--- src/rtl/alu_arb_if.sv ---
// Bus bundle for alu_arb: two command requesters, the shared ALU lines, and the response channel.
// slave is the arbiter's view; master is the view of the surrounding clients and ALU.
interface alu_arb_if #(
    parameter int W   = 8,
    parameter int OPW = 3
);
    logic           r0_valid;
    logic           r0_ready;
    logic [OPW-1:0] r0_op;
    logic [W-1:0]   r0_a;
    logic [W-1:0]   r0_b;
    logic           r1_valid;
    logic           r1_ready;
    logic [OPW-1:0] r1_op;
    logic [W-1:0]   r1_a;
    logic [W-1:0]   r1_b;
    logic [OPW-1:0] alu_op;
    logic [W-1:0]   alu_a;
    logic [W-1:0]   alu_b;
    logic           alu_en;
    logic [W-1:0]   alu_f;
    logic           rsp_valid;
    logic           rsp_ready;
    logic           rsp_id;
    logic [W-1:0]   rsp_data;
    logic           rsp_err;
    logic           busy;

    modport slave (
        input  r0_valid, r0_op, r0_a, r0_b,
        input  r1_valid, r1_op, r1_a, r1_b,
        input  alu_f, rsp_ready,
        output r0_ready, r1_ready,
        output alu_op, alu_a, alu_b, alu_en,
        output rsp_valid, rsp_id, rsp_data, rsp_err, busy
    );

    modport master (
        output r0_valid, r0_op, r0_a, r0_b,
        output r1_valid, r1_op, r1_a, r1_b,
        output alu_f, rsp_ready,
        input  r0_ready, r1_ready,
        input  alu_op, alu_a, alu_b, alu_en,
        input  rsp_valid, rsp_id, rsp_data, rsp_err, busy
    );
endinterface

--- src/rtl/alu_arb.sv ---
// Round-robin sequencer sharing one combinational ALU between two requesters (IDLE -> ISSUE -> RESP).
// Optional macro ALU_ARB_DIVZ_EN: divide-by-zero commands skip the ALU and return all-ones with rsp_err set.
module alu_arb #(
    parameter int W   = 8,
    parameter int OPW = 3
) (
    input  logic     clk,
    input  logic     rst,
    alu_arb_if.slave bus
);
    typedef enum logic [1:0] {IDLE, ISSUE, RESP} state_t;

    state_t         state_q;
    logic           last_q;
    logic [OPW-1:0] alu_op_q;
    logic [W-1:0]   alu_a_q;
    logic [W-1:0]   alu_b_q;
    logic           alu_en_q;
    logic           rsp_valid_q;
    logic           rsp_id_q;
    logic [W-1:0]   rsp_data_q;
    logic           rsp_err_q;
    logic           busy_q;
    logic           divz_q;

    logic           gnt0;
    logic           gnt1;
    logic [OPW-1:0] sel_op;
    logic [W-1:0]   sel_a;
    logic [W-1:0]   sel_b;
    logic           sel_divz;

    // On a tie the requester that was not served last wins.
    always_comb begin
        gnt0 = 1'b0;
        gnt1 = 1'b0;
        if (state_q == IDLE) begin
            gnt0 = bus.r0_valid && (!bus.r1_valid || last_q);
            gnt1 = bus.r1_valid && (!bus.r0_valid || !last_q);
        end
    end

    assign sel_op = gnt1 ? bus.r1_op : bus.r0_op;
    assign sel_a  = gnt1 ? bus.r1_a  : bus.r0_a;
    assign sel_b  = gnt1 ? bus.r1_b  : bus.r0_b;

`ifdef ALU_ARB_DIVZ_EN
    assign sel_divz = (sel_op == OPW'(3)) && (sel_b == '0);
`else
    assign sel_divz = 1'b0;
`endif

    always_ff @(posedge clk) begin
        if (rst) begin
            state_q     <= IDLE;
            last_q      <= 1'b1;
            alu_op_q    <= '0;
            alu_a_q     <= '0;
            alu_b_q     <= '0;
            alu_en_q    <= 1'b0;
            rsp_valid_q <= 1'b0;
            rsp_id_q    <= 1'b0;
            rsp_data_q  <= '0;
            rsp_err_q   <= 1'b0;
            busy_q      <= 1'b0;
            divz_q      <= 1'b0;
        end else begin
            case (state_q)
                IDLE: begin
                    if (gnt0 || gnt1) begin
                        alu_op_q <= sel_op;
                        alu_a_q  <= sel_a;
                        alu_b_q  <= sel_b;
                        rsp_id_q <= gnt1;
                        divz_q   <= sel_divz;
                        alu_en_q <= !sel_divz;
                        busy_q   <= 1'b1;
                        state_q  <= ISSUE;
                    end
                end
                ISSUE: begin
                    alu_en_q    <= 1'b0;
                    rsp_valid_q <= 1'b1;
                    rsp_data_q  <= divz_q ? {W{1'b1}} : bus.alu_f;
                    rsp_err_q   <= divz_q;
                    state_q     <= RESP;
                end
                RESP: begin
                    if (bus.rsp_ready) begin
                        rsp_valid_q <= 1'b0;
                        last_q      <= rsp_id_q;
                        busy_q      <= 1'b0;
                        state_q     <= IDLE;
                    end
                end
                default: state_q <= IDLE;
            endcase
        end
    end

    assign bus.r0_ready  = gnt0;
    assign bus.r1_ready  = gnt1;
    assign bus.alu_op    = alu_op_q;
    assign bus.alu_a     = alu_a_q;
    assign bus.alu_b     = alu_b_q;
    assign bus.alu_en    = alu_en_q;
    assign bus.rsp_valid = rsp_valid_q;
    assign bus.rsp_id    = rsp_id_q;
    assign bus.rsp_data  = rsp_data_q;
    assign bus.rsp_err   = rsp_err_q;
    assign bus.busy      = busy_q;
endmodule

--- src/flat_wrapper.sv ---
// flat-port wrapper written by rule: the top's interface ports become plain ports
module alu_arb_flat 
#(
    parameter int W   = 8,
    parameter int OPW = 3
)
  (clk, rst, bus_r0_valid, bus_r0_op, bus_r0_a, bus_r0_b, bus_r1_valid, bus_r1_op, bus_r1_a, bus_r1_b, bus_alu_f, bus_rsp_ready, bus_r0_ready, bus_r1_ready, bus_alu_op, bus_alu_a, bus_alu_b, bus_alu_en, bus_rsp_valid, bus_rsp_id, bus_rsp_data, bus_rsp_err, bus_busy);
  alu_arb_if #(.W(W), .OPW(OPW)) bus_i ();
  input  logic clk;
  input  logic rst;
  input wire logic [$bits(bus_i.r0_valid)-1:0] bus_r0_valid;
  input wire logic [$bits(bus_i.r0_op)-1:0] bus_r0_op;
  input wire logic [$bits(bus_i.r0_a)-1:0] bus_r0_a;
  input wire logic [$bits(bus_i.r0_b)-1:0] bus_r0_b;
  input wire logic [$bits(bus_i.r1_valid)-1:0] bus_r1_valid;
  input wire logic [$bits(bus_i.r1_op)-1:0] bus_r1_op;
  input wire logic [$bits(bus_i.r1_a)-1:0] bus_r1_a;
  input wire logic [$bits(bus_i.r1_b)-1:0] bus_r1_b;
  input wire logic [$bits(bus_i.alu_f)-1:0] bus_alu_f;
  input wire logic [$bits(bus_i.rsp_ready)-1:0] bus_rsp_ready;
  output wire logic [$bits(bus_i.r0_ready)-1:0] bus_r0_ready;
  output wire logic [$bits(bus_i.r1_ready)-1:0] bus_r1_ready;
  output wire logic [$bits(bus_i.alu_op)-1:0] bus_alu_op;
  output wire logic [$bits(bus_i.alu_a)-1:0] bus_alu_a;
  output wire logic [$bits(bus_i.alu_b)-1:0] bus_alu_b;
  output wire logic [$bits(bus_i.alu_en)-1:0] bus_alu_en;
  output wire logic [$bits(bus_i.rsp_valid)-1:0] bus_rsp_valid;
  output wire logic [$bits(bus_i.rsp_id)-1:0] bus_rsp_id;
  output wire logic [$bits(bus_i.rsp_data)-1:0] bus_rsp_data;
  output wire logic [$bits(bus_i.rsp_err)-1:0] bus_rsp_err;
  output wire logic [$bits(bus_i.busy)-1:0] bus_busy;
  assign bus_i.r0_valid = bus_r0_valid;
  assign bus_i.r0_op = bus_r0_op;
  assign bus_i.r0_a = bus_r0_a;
  assign bus_i.r0_b = bus_r0_b;
  assign bus_i.r1_valid = bus_r1_valid;
  assign bus_i.r1_op = bus_r1_op;
  assign bus_i.r1_a = bus_r1_a;
  assign bus_i.r1_b = bus_r1_b;
  assign bus_i.alu_f = bus_alu_f;
  assign bus_i.rsp_ready = bus_rsp_ready;
  assign bus_r0_ready = bus_i.r0_ready;
  assign bus_r1_ready = bus_i.r1_ready;
  assign bus_alu_op = bus_i.alu_op;
  assign bus_alu_a = bus_i.alu_a;
  assign bus_alu_b = bus_i.alu_b;
  assign bus_alu_en = bus_i.alu_en;
  assign bus_rsp_valid = bus_i.rsp_valid;
  assign bus_rsp_id = bus_i.rsp_id;
  assign bus_rsp_data = bus_i.rsp_data;
  assign bus_rsp_err = bus_i.rsp_err;
  assign bus_busy = bus_i.busy;
  alu_arb #(.W(W), .OPW(OPW)) u_core (.clk(clk), .rst(rst), .bus(bus_i));
endmodule
--- config.mk ---
export PLATFORM = sky130hd
export DESIGN_NAME = alu_arb_flat
export DESIGN_NICKNAME = d
export VERILOG_FILES = /design/src/rtl/alu_arb_if.sv /design/src/rtl/alu_arb.sv /design/src/flat_wrapper.sv
export SDC_FILE = /design/constraint.sdc
export NUM_CORES = 1
export LEC_CHECK = 0
export CORE_MARGIN = 2
export CORE_UTILIZATION = 42
export CTS_CLUSTER_DIAMETER = 80
export DETAILED_ROUTE_END_ITERATION = 6
export GPL_TIMING_DRIVEN = 1
export MAX_ROUTING_LAYER = met4
export PLACE_DENSITY = 0.95
export SETUP_SLACK_MARGIN = 0.2
export SYNTH_ARGS = -nofsm -noshare
export SYNTH_HDL_FRONTEND = slang
export SYNTH_SLANG_ARGS = --single-unit
--- constraint.sdc ---
create_clock -name clk -period 2.5 [get_ports clk]
set_input_delay 0.25 -clock clk [delete_from_list [all_inputs] [get_ports clk]]
set_output_delay 0.25 -clock clk [all_outputs]
set_load 0.05 [all_outputs]
# --- After elaboration in Yosys (flattened, before gate mapping) ---
# Index checks and enable logic that the tools add are counted.
word_totals:
  register_bits: 34
  out_inout_bits: 34
classes:
  eq_ne: 4
  mux: 13
  reduce_logical: 18
op_table:
  columns: ["operator", "n"]
  rows:
  - ["2-to-1 mux 8 bit", 2]
  - ["AND reduction 2 bit", 5]
  - ["case mux 1 bit (2 select lines)", 3]
  - ["case mux 2 bit (3 select lines)", 1]
  - ["nonzero test 2 bit", 3]
  - ["2-to-1 mux 1 bit", 4]
  - ["2-to-1 mux 2 bit", 2]
  - ["inequality test 2 bit (second input constant)", 2]
  - ["zero test 1 bit", 3]
  - ["logical OR 1 bit", 3]
  - ["2-to-1 mux 3 bit", 1]
  - ["AND reduction 3 bit", 1]
  - ["equality test 2 x 1 -> 1 bit (second input constant)", 1]
  - ["equality test 2 bit (second input constant)", 1]
  - ["logical AND 1 bit", 2]
  - ["zero test 2 bit", 1]

# --- Depth between registers and ports, before layout ---
# Gate-level depths: netlist (run 1).
logic_depth:
  depth_word: 7
  depth_mapped: 5
  depth_no_buf: 3

# --- Worst setup path after synthesis (run 1) ---
# No wires, ideal clock.
synth_path:
  path_kind: "input port to output port"
  start: "in bus_r1_valid"
  end: "out bus_r0_ready"
  n_path_buf: 1
  t_required_ns: 2.250
  t_arrival_ns: 1.706
  setup_slack_ns: 0.544
  path_stages: 4
  path_cell_list: "inv_2 -> clkbuf_1 -> o21ai_0 -> nor3_1"
synth_between:
  elab_chain_len: 4
synth_rtl:
  columns: ["element", "line", "rtl"]
  rows:
  - ["start, declared", "flat_wrapper.sv:15", "input wire logic [$bits(bus_i.r1_valid)-1:0] bus_r1_valid;"]
  - ["zero test 1 bit", "alu_arb.sv:38", "gnt0 = bus.r0_valid && (!bus.r1_valid || last_q);"]
  - ["logical OR 1 bit", "alu_arb.sv:38", null]
  - ["logical AND 1 bit", "alu_arb.sv:38", null]
  - ["2-to-1 mux 1 bit", "alu_arb.sv:37", "if (state_q == IDLE) begin"]
  - ["end, declared", "flat_wrapper.sv:21", "output wire logic [$bits(bus_i.r0_ready)-1:0] bus_r0_ready;"]
# Every way passes these cells.

# --- Worst setup path in the final report (run 1) ---
layout_path:
  start: "in bus_r0_valid"
  end: "out bus_r1_ready"
layout_between:
  elab_chain_len: 4
layout_rtl:
  columns: ["element", "line", "rtl"]
  rows:
  - ["start, declared", "flat_wrapper.sv:11", "input wire logic [$bits(bus_i.r0_valid)-1:0] bus_r0_valid;"]
  - ["zero test 1 bit", "alu_arb.sv:39", "gnt1 = bus.r1_valid && (!bus.r0_valid || !last_q);"]
  - ["logical OR 1 bit", "alu_arb.sv:39", null]
  - ["logical AND 1 bit", "alu_arb.sv:39", null]
  - ["2-to-1 mux 1 bit", "alu_arb.sv:37", null]
  - ["end, declared", "flat_wrapper.sv:22", "output wire logic [$bits(bus_i.r1_ready)-1:0] bus_r1_ready;"]
# Every way passes these cells.

==> results of run 1 <==
==> logic make-up (layout without fill, tap and decap cells) <==
group           after synthesis  after routing
compound gates               74             74
simple gates                 51             51
buf+inv                      24             99
other cells                   1              1
mux                           1              1
flops                        34             34
==> worst max-delay path: cells and delay by family <==
family,cells,cell delay [ns]
buffers and inverters,2,0.66
and+or+nand+nor,1,0.28
AOI/OAI and AO/OA,1,0.45
==> through the flow <==
stage,util,hold slack (ns),instance area (µm²),cells,power [mW]
3_5_place_dp,0.666,0.454,2440,300,1.28
3_3_place_gp,0.666,0.442,2440,300,1.27
5_1_grt,0.692,0.484,2530,308,1.76
2_1_floorplan,-,0.386,1600,185,1.05
6_report,0.692,0.457,2530,308,1.69
4_1_cts,0.692,0.464,2530,308,1.70
==> registers in the layout, summed over array words and instances, names as in the netlist <==
register	cells
u_core.bus.alu_a	8
u_core.bus.alu_b	8
u_core.bus.alu_en	1
u_core.bus.alu_op	3
u_core.bus.busy	1
u_core.bus.rsp_data	8
u_core.bus.rsp_id	1
u_core.bus.rsp_valid	1
u_core.last_q	1
u_core.state_q	2
==> how the worst min path moves through the flow <==
stage                                   endpoint  slack [ns]  cells after the start
after floorplan           u_core.bus.rsp_data[0]        0.39                      2
after detailed placement  u_core.bus.rsp_data[3]        0.45                      2
final                     u_core.bus.rsp_data[3]        0.46                      2
after global routing      u_core.bus.rsp_data[6]        0.48                      2
after global placement    u_core.bus.rsp_data[4]        0.44                      2
after CTS                 u_core.bus.rsp_data[3]        0.46                      2
==> report_power, final <==
part | leakage, nW | internal [mW] | total [mW] | switching, mW
logic | 0.558 | 0.246 | 0.633 | 0.387
clock network | 0.0472 | 0.221 | 0.422 | 0.201
registers | 0.281 | 0.600 | 0.637 | 0.0374
==> layout by cell type, fill, tap and decap left out <==
cell | netlist | final
mux2i_1 | 1 | 1
conb_1 | 1 | 1
clkinvlp_4 | 0 | 1
nand4_1 | 19 | 19
nor2_1 | 3 | 3
clkdlybuf4s50_1 | 0 | 81
clkbuf_8 | 0 | 6
nand2b_1 | 2 | 2
o21ai_1 | 19 | 19
nor2_2 | 1 | 1
nand3b_1 | 2 | 2
o21ba_1 | 1 | 1
buf_12 | 0 | 2
a211oi_1 | 1 | 1
a311oi_1 | 9 | 9
inv_1 | 1 | 1
and2_1 | 1 | 1
inv_2 | 1 | 1
a311oi_2 | 10 | 10
or2_1 | 1 | 1
nor2b_1 | 1 | 1
nor3_1 | 1 | 1
dfxtp_1 | 34 | 34
clkinv_2 | 0 | 1
a21oi_1 | 30 | 30
a21boi_1 | 1 | 1
nand2_1 | 20 | 20
o21ai_0 | 2 | 2
a211o_1 | 1 | 1
buf_4 | 1 | 6
==> final cells by class <==
type	instances	share of cell area
sequential	34	0.269
timing repair buffer	89	0.354
inverter	2	0.00296
multi-input combinational	127	0.314
clock buffer	6	0.0326
clock inverter	2	0.00494
tap	48	0.0237
==> metal layers <==
layer,routed length (µm),vias to the layer above
met5,0,-
li1,-,841
met3,364,8
met4,71,0
met1,1850,792
met2,2370,73
==> flow_summary.html, run 1 <==
<table>
<tr><th>Metric</th><th>Value</th></tr>
<tr><th colspan="2">Critical path</th></tr>
<tr><td>Slowest stage cell, crit path</td><td>clkdlybuf4s50_1</td></tr>
<tr><td>Highest fanout seen on the critical path</td><td>9</td></tr>
<tr><td>R2R setup slack</td><td>0.82 ns</td></tr>
<tr><td>End of the worst register-to-register path</td><td>u_core.bus.alu_op[0]</td></tr>
<tr><td>Cell count of the worst reg-to-reg path</td><td>3</td></tr>
<tr><td>Category of the worst setup path capture point</td><td>primary output</td></tr>
<tr><td>Critical path arrival</td><td>1.64 ns</td></tr>
<tr><td>Largest stage delay on the critical path</td><td>0.48 ns</td></tr>
<tr><td>Worst setup path startpoint</td><td>bus_r0_valid</td></tr>
<tr><td>Path type of the worst setup path</td><td>input port to primary output</td></tr>
<tr><td>Source of the worst register-to-register timing path</td><td>u_core.state_q[1]</td></tr>
<tr><td>Critical path required time</td><td>2.25 ns</td></tr>
<tr><td>Capturing element of the worst setup path</td><td>bus_r1_ready</td></tr>
<tr><td>List of cells traversed by the critical path</td><td>clkdlybuf4s50_1 -&gt; a211o_1 -&gt; nor2_1 -&gt; buf_12</td></tr>
<tr><td>Nature of the critical path startpoint</td><td>input port</td></tr>
<tr><th colspan="2">Synthesis</th></tr>
<tr><td>Yosys Warn Count</td><td>0</td></tr>
<tr><td>Number of distinct library cell variants in the gate-level netlist after synthesis</td><td>29</td></tr>
<tr><td>Largest family of logic cells by synthesized area</td><td>compound AO/OA/AOI/OAI gates</td></tr>
<tr><td>Complex-gate fraction of the synthesized area</td><td>0.325</td></tr>
<tr><td>Mean area per synthesized cell</td><td>8.62 µm²</td></tr>
<tr><td>Number of storage elements in the synthesis netlist</td><td>34</td></tr>
<tr><td>Share of flip-flops with an asynchronous set or reset after synthesis</td><td>0</td></tr>
<tr><td>Combined area of all synthesized cells</td><td>1600 µm²</td></tr>
<tr><td>Post-synth EDFFs</td><td>0</td></tr>
<tr><td>Post-synth net total</td><td>236</td></tr>
<tr><td>Largest area contributor in the netlist</td><td>dfxtp_1</td></tr>
<tr><td>Proportion of netlist area held by the largest area contributor</td><td>0.427</td></tr>
<tr><td>Mux cell area share after synthesis</td><td>0.00627</td></tr>
<tr><td>XOR/XNOR share of the synthesized area</td><td>0</td></tr>
<tr><td>Most repeated cell in the gate-level netlist after synthesis</td><td>dfxtp_1</td></tr>
<tr><td>Synth Area in Adders</td><td>0</td></tr>
<tr><td>Leading cell types by total area after synthesis</td><td>dfxtp_1, a21oi_1, a311oi_2, nand4_1, o21ai_1</td></tr>
<tr><td>Cell count after synthesis</td><td>185</td></tr>
<tr><td>Most used flip-flop cell after synthesis</td><td>dfxtp_1</td></tr>
<tr><td>Top cells by instance count after synthesis</td><td>dfxtp_1, a21oi_1, nand2_1</td></tr>
<tr><td>Simple-gate area share of the yosys netlist</td><td>0.165</td></tr>
<tr><td>Post-synthesis sequential area ratio</td><td>0.427</td></tr>
<tr><th colspan="2">Clocking</th></tr>
<tr><td>Worst skew pair latency</td><td>0.29 ns</td></tr>
<tr><td>Hold-fix buffer count after cts</td><td>0</td></tr>
<tr><td>H-tree depth</td><td>2</td></tr>
<tr><td>Clock Sink Count</td><td>34</td></tr>
<tr><td>Total of cells resized after clock tree synthesis</td><td>0</td></tr>
<tr><td>Root Driver</td><td>clkbuf_8</td></tr>
<tr><td>Maximum clock path buffer count</td><td>2</td></tr>
<tr><td>Reg clk slew, reported paths</td><td>0.07 ns</td></tr>
<tr><td>Number of buffers created by CTS</td><td>5</td></tr>
<tr><td>Buffers inserted during post-CTS setup optimization</td><td>0</td></tr>
<tr><td>TritonCTS clock tree</td><td>built</td></tr>
<tr><th colspan="2">STA</th></tr>
<tr><td>Unrepaired setup endpoints after global routing</td><td>false</td></tr>
<tr><td>Final hold violation count</td><td>0</td></tr>
<tr><td>Slew @ Worst Pin</td><td>0.899 ns</td></tr>
<tr><td>Final setup margin</td><td>0.612 ns</td></tr>
<tr><td>Final period util</td><td>0.755</td></tr>
<tr><td>Sum of negative setup slack</td><td>0 ns</td></tr>
<tr><td>Max Freq</td><td>530 MHz</td></tr>
<tr><td>Minimum clock period after layout</td><td>1.89 ns</td></tr>
<tr><td>Endpoints failing setup</td><td>0</td></tr>
<tr><td>Max_slew headroom</td><td>0.401</td></tr>
<tr><td>Clock tree skew after final layout</td><td>0.00363 ns</td></tr>
<tr><td>Max Transition Viols Final</td><td>0</td></tr>
<tr><th colspan="2">Global routing</th></tr>
<tr><td>Overall fraction of global-route tracks in use</td><td>0.222</td></tr>
<tr><td>M1 GR Usage</td><td>0.217</td></tr>
<tr><td>Met3 Usage GRT</td><td>0.0582</td></tr>
<tr><td>Maximum number of pins on one net before global-route repair</td><td>41</td></tr>
<tr><td>M2 GR Usage</td><td>0.410</td></tr>
<tr><td>GRT busiest layer</td><td>met2</td></tr>
<tr><td>Via count of the first global-routing pass</td><td>1,679</td></tr>
<tr><td>Initial antenna violation count</td><td>0</td></tr>
<tr><td>Global-route wire length before repair</td><td>7.20 mm</td></tr>
<tr><td>Sum of overflow across all layers after global routing</td><td>0</td></tr>
<tr><th colspan="2">Detailed routing</th></tr>
<tr><td>Average wire length per cell after detail routing</td><td>15.1 µm</td></tr>
<tr><td>Number of nets with antenna violations after routing</td><td>0</td></tr>
<tr><td>Violation count after the first detailed-routing iteration</td><td>79</td></tr>
<tr><td>DR DRC count</td><td>0</td></tr>
<tr><td>Ratio of routed vias to standard cells</td><td>5.56</td></tr>
<tr><td>Total Wirelength</td><td>4.66 mm</td></tr>
<tr><td>First-pass detailed-route iteration total</td><td>4</td></tr>
<tr><td>Via count of the routed design</td><td>1,714</td></tr>
<tr><th colspan="2">Floorplanning</th></tr>
<tr><td>Core Footprint</td><td>3660 µm²</td></tr>
<tr><td>Width of the chip</td><td>65.6 µm</td></tr>
<tr><td>Initial core utilization</td><td>0.436</td></tr>
<tr><td>Io pins</td><td>85</td></tr>
<tr><td>Overall die height</td><td>65.6 µm</td></tr>
<tr><td>Row cnt</td><td>22</td></tr>
<tr><td>Area of the die</td><td>4310 µm²</td></tr>
<tr><th colspan="2">Placement</th></tr>
<tr><td>Final estimated routing congestion in global placement</td><td>0.794</td></tr>
<tr><td>Count of buffers from port buffering</td><td>83</td></tr>
<tr><td>Detailed Place HPWL</td><td>3.27 mm</td></tr>
<tr><td>Worst setup timing slack at the placement stage</td><td>0.440 ns</td></tr>
<tr><th colspan="2">Cells and area</th></tr>
<tr><td>Filler cells</td><td>310</td></tr>
<tr><td>Area Growth Syn to Fin</td><td>58.8%</td></tr>
<tr><td>Total number of nets in the final design</td><td>310</td></tr>
<tr><td>Count of antenna diodes in the layout</td><td>0</td></tr>
<tr><td>Area occupied by multi-input gates</td><td>795 µm²</td></tr>
<tr><td>Fraction of final layout cells with drive strength greater than 1</td><td>0.108</td></tr>
<tr><td>Register area</td><td>681 µm²</td></tr>
<tr><th colspan="2">Pwr</th></tr>
<tr><td>Lkg Pwr</td><td>0.886 nW</td></tr>
<tr><td>Ratio of total power to cell area</td><td>668 nW/µm²</td></tr>
<tr><td>Maximum resistive drop on vdd</td><td>346 µV</td></tr>
<tr><th colspan="2">Hold path</th></tr>
<tr><td>Worst hold-check path type</td><td>flip-flop to flip-flop</td></tr>
<tr><td>Hold wc startpoint</td><td>u_core.bus.rsp_data[3]</td></tr>
<tr><th colspan="2">Job</th></tr>
<tr><td>Max-Cap Viols</td><td>0</td></tr>
<tr><th colspan="2">Status</th></tr>
<tr><td>Outcome</td><td>finished clean</td></tr>
</table>
Power figures use the tool's default switching activity.
==> inputs of run 2 (changes only) <==
--- a/config.mk
+++ b/config.mk
@@ -6,12 +6,12 @@
 export NUM_CORES = 1
 export LEC_CHECK = 0
 export CORE_MARGIN = 2
-export CORE_UTILIZATION = 42
+export CORE_UTILIZATION = 35
 export CTS_CLUSTER_DIAMETER = 80
 export DETAILED_ROUTE_END_ITERATION = 6
 export GPL_TIMING_DRIVEN = 1
 export MAX_ROUTING_LAYER = met4
-export PLACE_DENSITY = 0.95
+export PLACE_DENSITY = 0.87
 export SETUP_SLACK_MARGIN = 0.2
 export SYNTH_ARGS = -nofsm -noshare
 export SYNTH_HDL_FRONTEND = slang
==> constraint.sdc (replaced) <==
create_clock -name clk -period 1.7 [get_ports clk]
set_input_delay 0.17 -clock clk [delete_from_list [all_inputs] [get_ports clk]]
set_output_delay 0.17 -clock clk [all_outputs]
set_load 0.05 [all_outputs]
==> flow_summary.html, run 2 (synthesis results as in run 1) <==
<table>
<tr><th>Metric</th><th>Value</th></tr>
<tr><th colspan="2">Status</th></tr>
<tr><td>Outcome</td><td>finished clean</td></tr>
<tr><th colspan="2">Cells and area</th></tr>
<tr><td>Total number of nets in the final design</td><td>326</td></tr>
<tr><td>Leading cell type in the layout, fill and taps excluded</td><td>clkdlybuf4s50_1</td></tr>
<tr><td>Area Growth Syn to Fin</td><td>68.3%</td></tr>
<tr><td>Fraction of final layout cells with drive strength greater than 1</td><td>0.188</td></tr>
<tr><td>Count of antenna diodes in the layout</td><td>0</td></tr>
<tr><td>Count of non-filler cells in the finished layout</td><td>328</td></tr>
<tr><td>Top library cells by usage in the layout, fill and taps aside</td><td>clkdlybuf4s50_1, dfxtp_1, a21oi_1, dlygate4sd2_1</td></tr>
<tr><td>Final std cell area, no fill</td><td>2690 µm²</td></tr>
<tr><th colspan="2">Floorplanning</th></tr>
<tr><td>Width of the chip</td><td>71.5 µm</td></tr>
<tr><td>Core Footprint</td><td>4380 µm²</td></tr>
<tr><td>Overall die height</td><td>71.5 µm</td></tr>
<tr><td>Initial core utilization</td><td>0.364</td></tr>
<tr><td>Row cnt</td><td>24</td></tr>
<tr><td>Io pins</td><td>85</td></tr>
<tr><td>Area of the die</td><td>5110 µm²</td></tr>
<tr><th colspan="2">Critical path</th></tr>
<tr><td>Critical path arrival</td><td>1.34 ns</td></tr>
<tr><td>Critical path required time</td><td>1.53 ns</td></tr>
<tr><td>Nature of the critical path startpoint</td><td>flip-flop</td></tr>
<tr><td>Highest fanout seen on the critical path</td><td>4</td></tr>
<tr><td>Path type of the worst setup path</td><td>flip-flop to primary output</td></tr>
<tr><td>Category of the worst setup path capture point</td><td>primary output</td></tr>
<tr><th colspan="2">Global routing</th></tr>
<tr><td>Via count of the first global-routing pass</td><td>1,811</td></tr>
<tr><td>Global-route wire length before repair</td><td>8.63 mm</td></tr>
<tr><td>Overall fraction of global-route tracks in use</td><td>0.221</td></tr>
<tr><td>Maximum number of pins on one net before global-route repair</td><td>35</td></tr>
<tr><td>Initial antenna violation count</td><td>0</td></tr>
<tr><td>Sum of overflow across all layers after global routing</td><td>0</td></tr>
<tr><th colspan="2">Clocking</th></tr>
<tr><td>Reg clk slew, reported paths</td><td>0.07 ns</td></tr>
<tr><td>Worst skew pair latency</td><td>0.29 ns</td></tr>
<tr><td>Maximum clock path buffer count</td><td>2</td></tr>
<tr><td>H-tree depth</td><td>2</td></tr>
<tr><td>Clock Sink Count</td><td>34</td></tr>
<tr><td>Number of buffers created by CTS</td><td>5</td></tr>
<tr><td>Root Driver</td><td>clkbuf_8</td></tr>
<tr><td>TritonCTS clock tree</td><td>built</td></tr>
<tr><th colspan="2">STA</th></tr>
<tr><td>Hold slack</td><td>0.391 ns</td></tr>
<tr><td>Final hold violation count</td><td>0</td></tr>
<tr><td>Minimum clock period after layout</td><td>1.51 ns</td></tr>
<tr><td>Clock tree skew after final layout</td><td>0.00420 ns</td></tr>
<tr><td>Final period util</td><td>0.887</td></tr>
<tr><td>Endpoints failing setup</td><td>0</td></tr>
<tr><td>Max_slew headroom</td><td>0.638</td></tr>
<tr><td>Max Freq</td><td>663 MHz</td></tr>
<tr><td>Max Transition Viols Final</td><td>0</td></tr>
<tr><td>Unrepaired setup endpoints after global routing</td><td>true</td></tr>
<tr><td>Slew @ Worst Pin</td><td>0.542 ns</td></tr>
<tr><td>Sum of negative setup slack</td><td>0 ns</td></tr>
<tr><th colspan="2">Pwr</th></tr>
<tr><td>Ratio of total power to cell area</td><td>979 nW/µm²</td></tr>
<tr><td>Maximum resistive drop on vdd</td><td>549 µV</td></tr>
<tr><td>Lkg Pwr</td><td>1.11 nW</td></tr>
<tr><th colspan="2">Detailed routing</th></tr>
<tr><td>Ratio of routed vias to standard cells</td><td>5.60</td></tr>
<tr><td>Total Wirelength</td><td>5.30 mm</td></tr>
<tr><td>Average wire length per cell after detail routing</td><td>16.2 µm</td></tr>
<tr><td>Violation count after the first detailed-routing iteration</td><td>141</td></tr>
<tr><td>Number of nets with antenna violations after routing</td><td>0</td></tr>
<tr><td>First-pass detailed-route iteration total</td><td>4</td></tr>
<tr><td>DR DRC count</td><td>0</td></tr>
<tr><td>Via count of the routed design</td><td>1,837</td></tr>
<tr><th colspan="2">Hold path</th></tr>
<tr><td>Worst hold-check path type</td><td>input port to flip-flop</td></tr>
<tr><th colspan="2">Placement</th></tr>
<tr><td>Count of buffers from port buffering</td><td>83</td></tr>
<tr><td>Detailed Place HPWL</td><td>3.69 mm</td></tr>
<tr><td>Placed instance area</td><td>2550 µm²</td></tr>
<tr><td>Number of placed cells counting well taps</td><td>315</td></tr>
<tr><td>Final estimated routing congestion in global placement</td><td>0.777</td></tr>
<tr><th colspan="2">Job</th></tr>
<tr><td>Max-Cap Viols</td><td>0</td></tr>
</table>
## run 2: cell count changes in the layout (fill, tap and decap cells not counted), sizes merged
| cell | previous run | this run |
|---|---|---|
| buf | 8 | 25 |
| clkinv | 1 | 2 |
| clkdlybuf4s50 | 81 | 48 |
| dlymetal6s2s | 0 | 1 |
| bufinv | 0 | 1 |
| clkinvlp | 1 | 0 |
| dlygate4sd2 | 0 | 30 |
## run 2: path summary, 6_finish.rpt
check | start | to | slack, ns | depth (start not counted)
worst max-delay path | u_core.last_q | bus_r1_ready | 0.19 | 4
worst max register to register | u_core.state_q[1] | u_core.bus.alu_b[0] | 0.30 | 6
worst min register to register | u_core.bus.alu_en | u_core.bus.alu_en | 0.46 | 2
worst min-delay path | bus_r1_valid | u_core.bus.alu_b[6] | 0.39 | 4
## run 2: final cells by class
type | instances | area, µm²
clock inverter | 3 | 40.0
multi-input combinational | 127 | 810
timing repair buffer | 105 | 1000
tap | 52 | 65.1
clock buffer | 5 | 68.8
inverter | 2 | 7.51
sequential | 34 | 689
fill | 371 | 1700
## run 2: report_power, final
group | internal, mW | total, mW | switching, mW | leakage (nW)
logic | 0.365 | 0.962 | 0.597 | 0.766
registers | 0.882 | 0.930 | 0.0477 | 0.282
clock network | 0.431 | 0.736 | 0.305 | 0.0579
total | 1.68 | 2.63 | 0.949 | 1.11
## run 2: worst max-delay path, stage by stage (launching register included)
cell and delay, ns:
dfxtp_2 0.34, a211o_1 0.32, buf_6 0.13, nor2_4 0.11, buf_12 0.15
## run 2: timing repair
| item | 4_1_cts | 5_1_grt |
|---|---|---|
| gates resized for setup | 38 | 4 |
| pin swaps | 2 | 3 |
| setup endpoints to repair | 31 | 16 |
| hold buffers | 0 | 0 |
| buffers inserted | 3 | 2 |
## run 2: through the flow
step | utilization | power (mW) | setup WS [ns]
after global routing | 0.612 | 2.74 | 0.154
after floorplan | - | 1.55 | 0.245
after global placement | 0.581 | 1.91 | 0.153
after CTS | 0.606 | 2.62 | 0.193
after detailed placement | 0.581 | 1.93 | 0.0997
final | 0.612 | 2.63 | 0.191
## run 2: metal layers
| layer | vias up | global-route usage | share of wire |
|---|---|---|---|
| met2 | 69 | 0.351 | 0.50 |
| met1 | 889 | 0.262 | 0.41 |
| li1 | 868 | - | - |
| met5 | - | - | 0 |
| met3 | 11 | 0.0605 | 0.071 |
| met4 | 0 | 0.0985 | 0.021 |
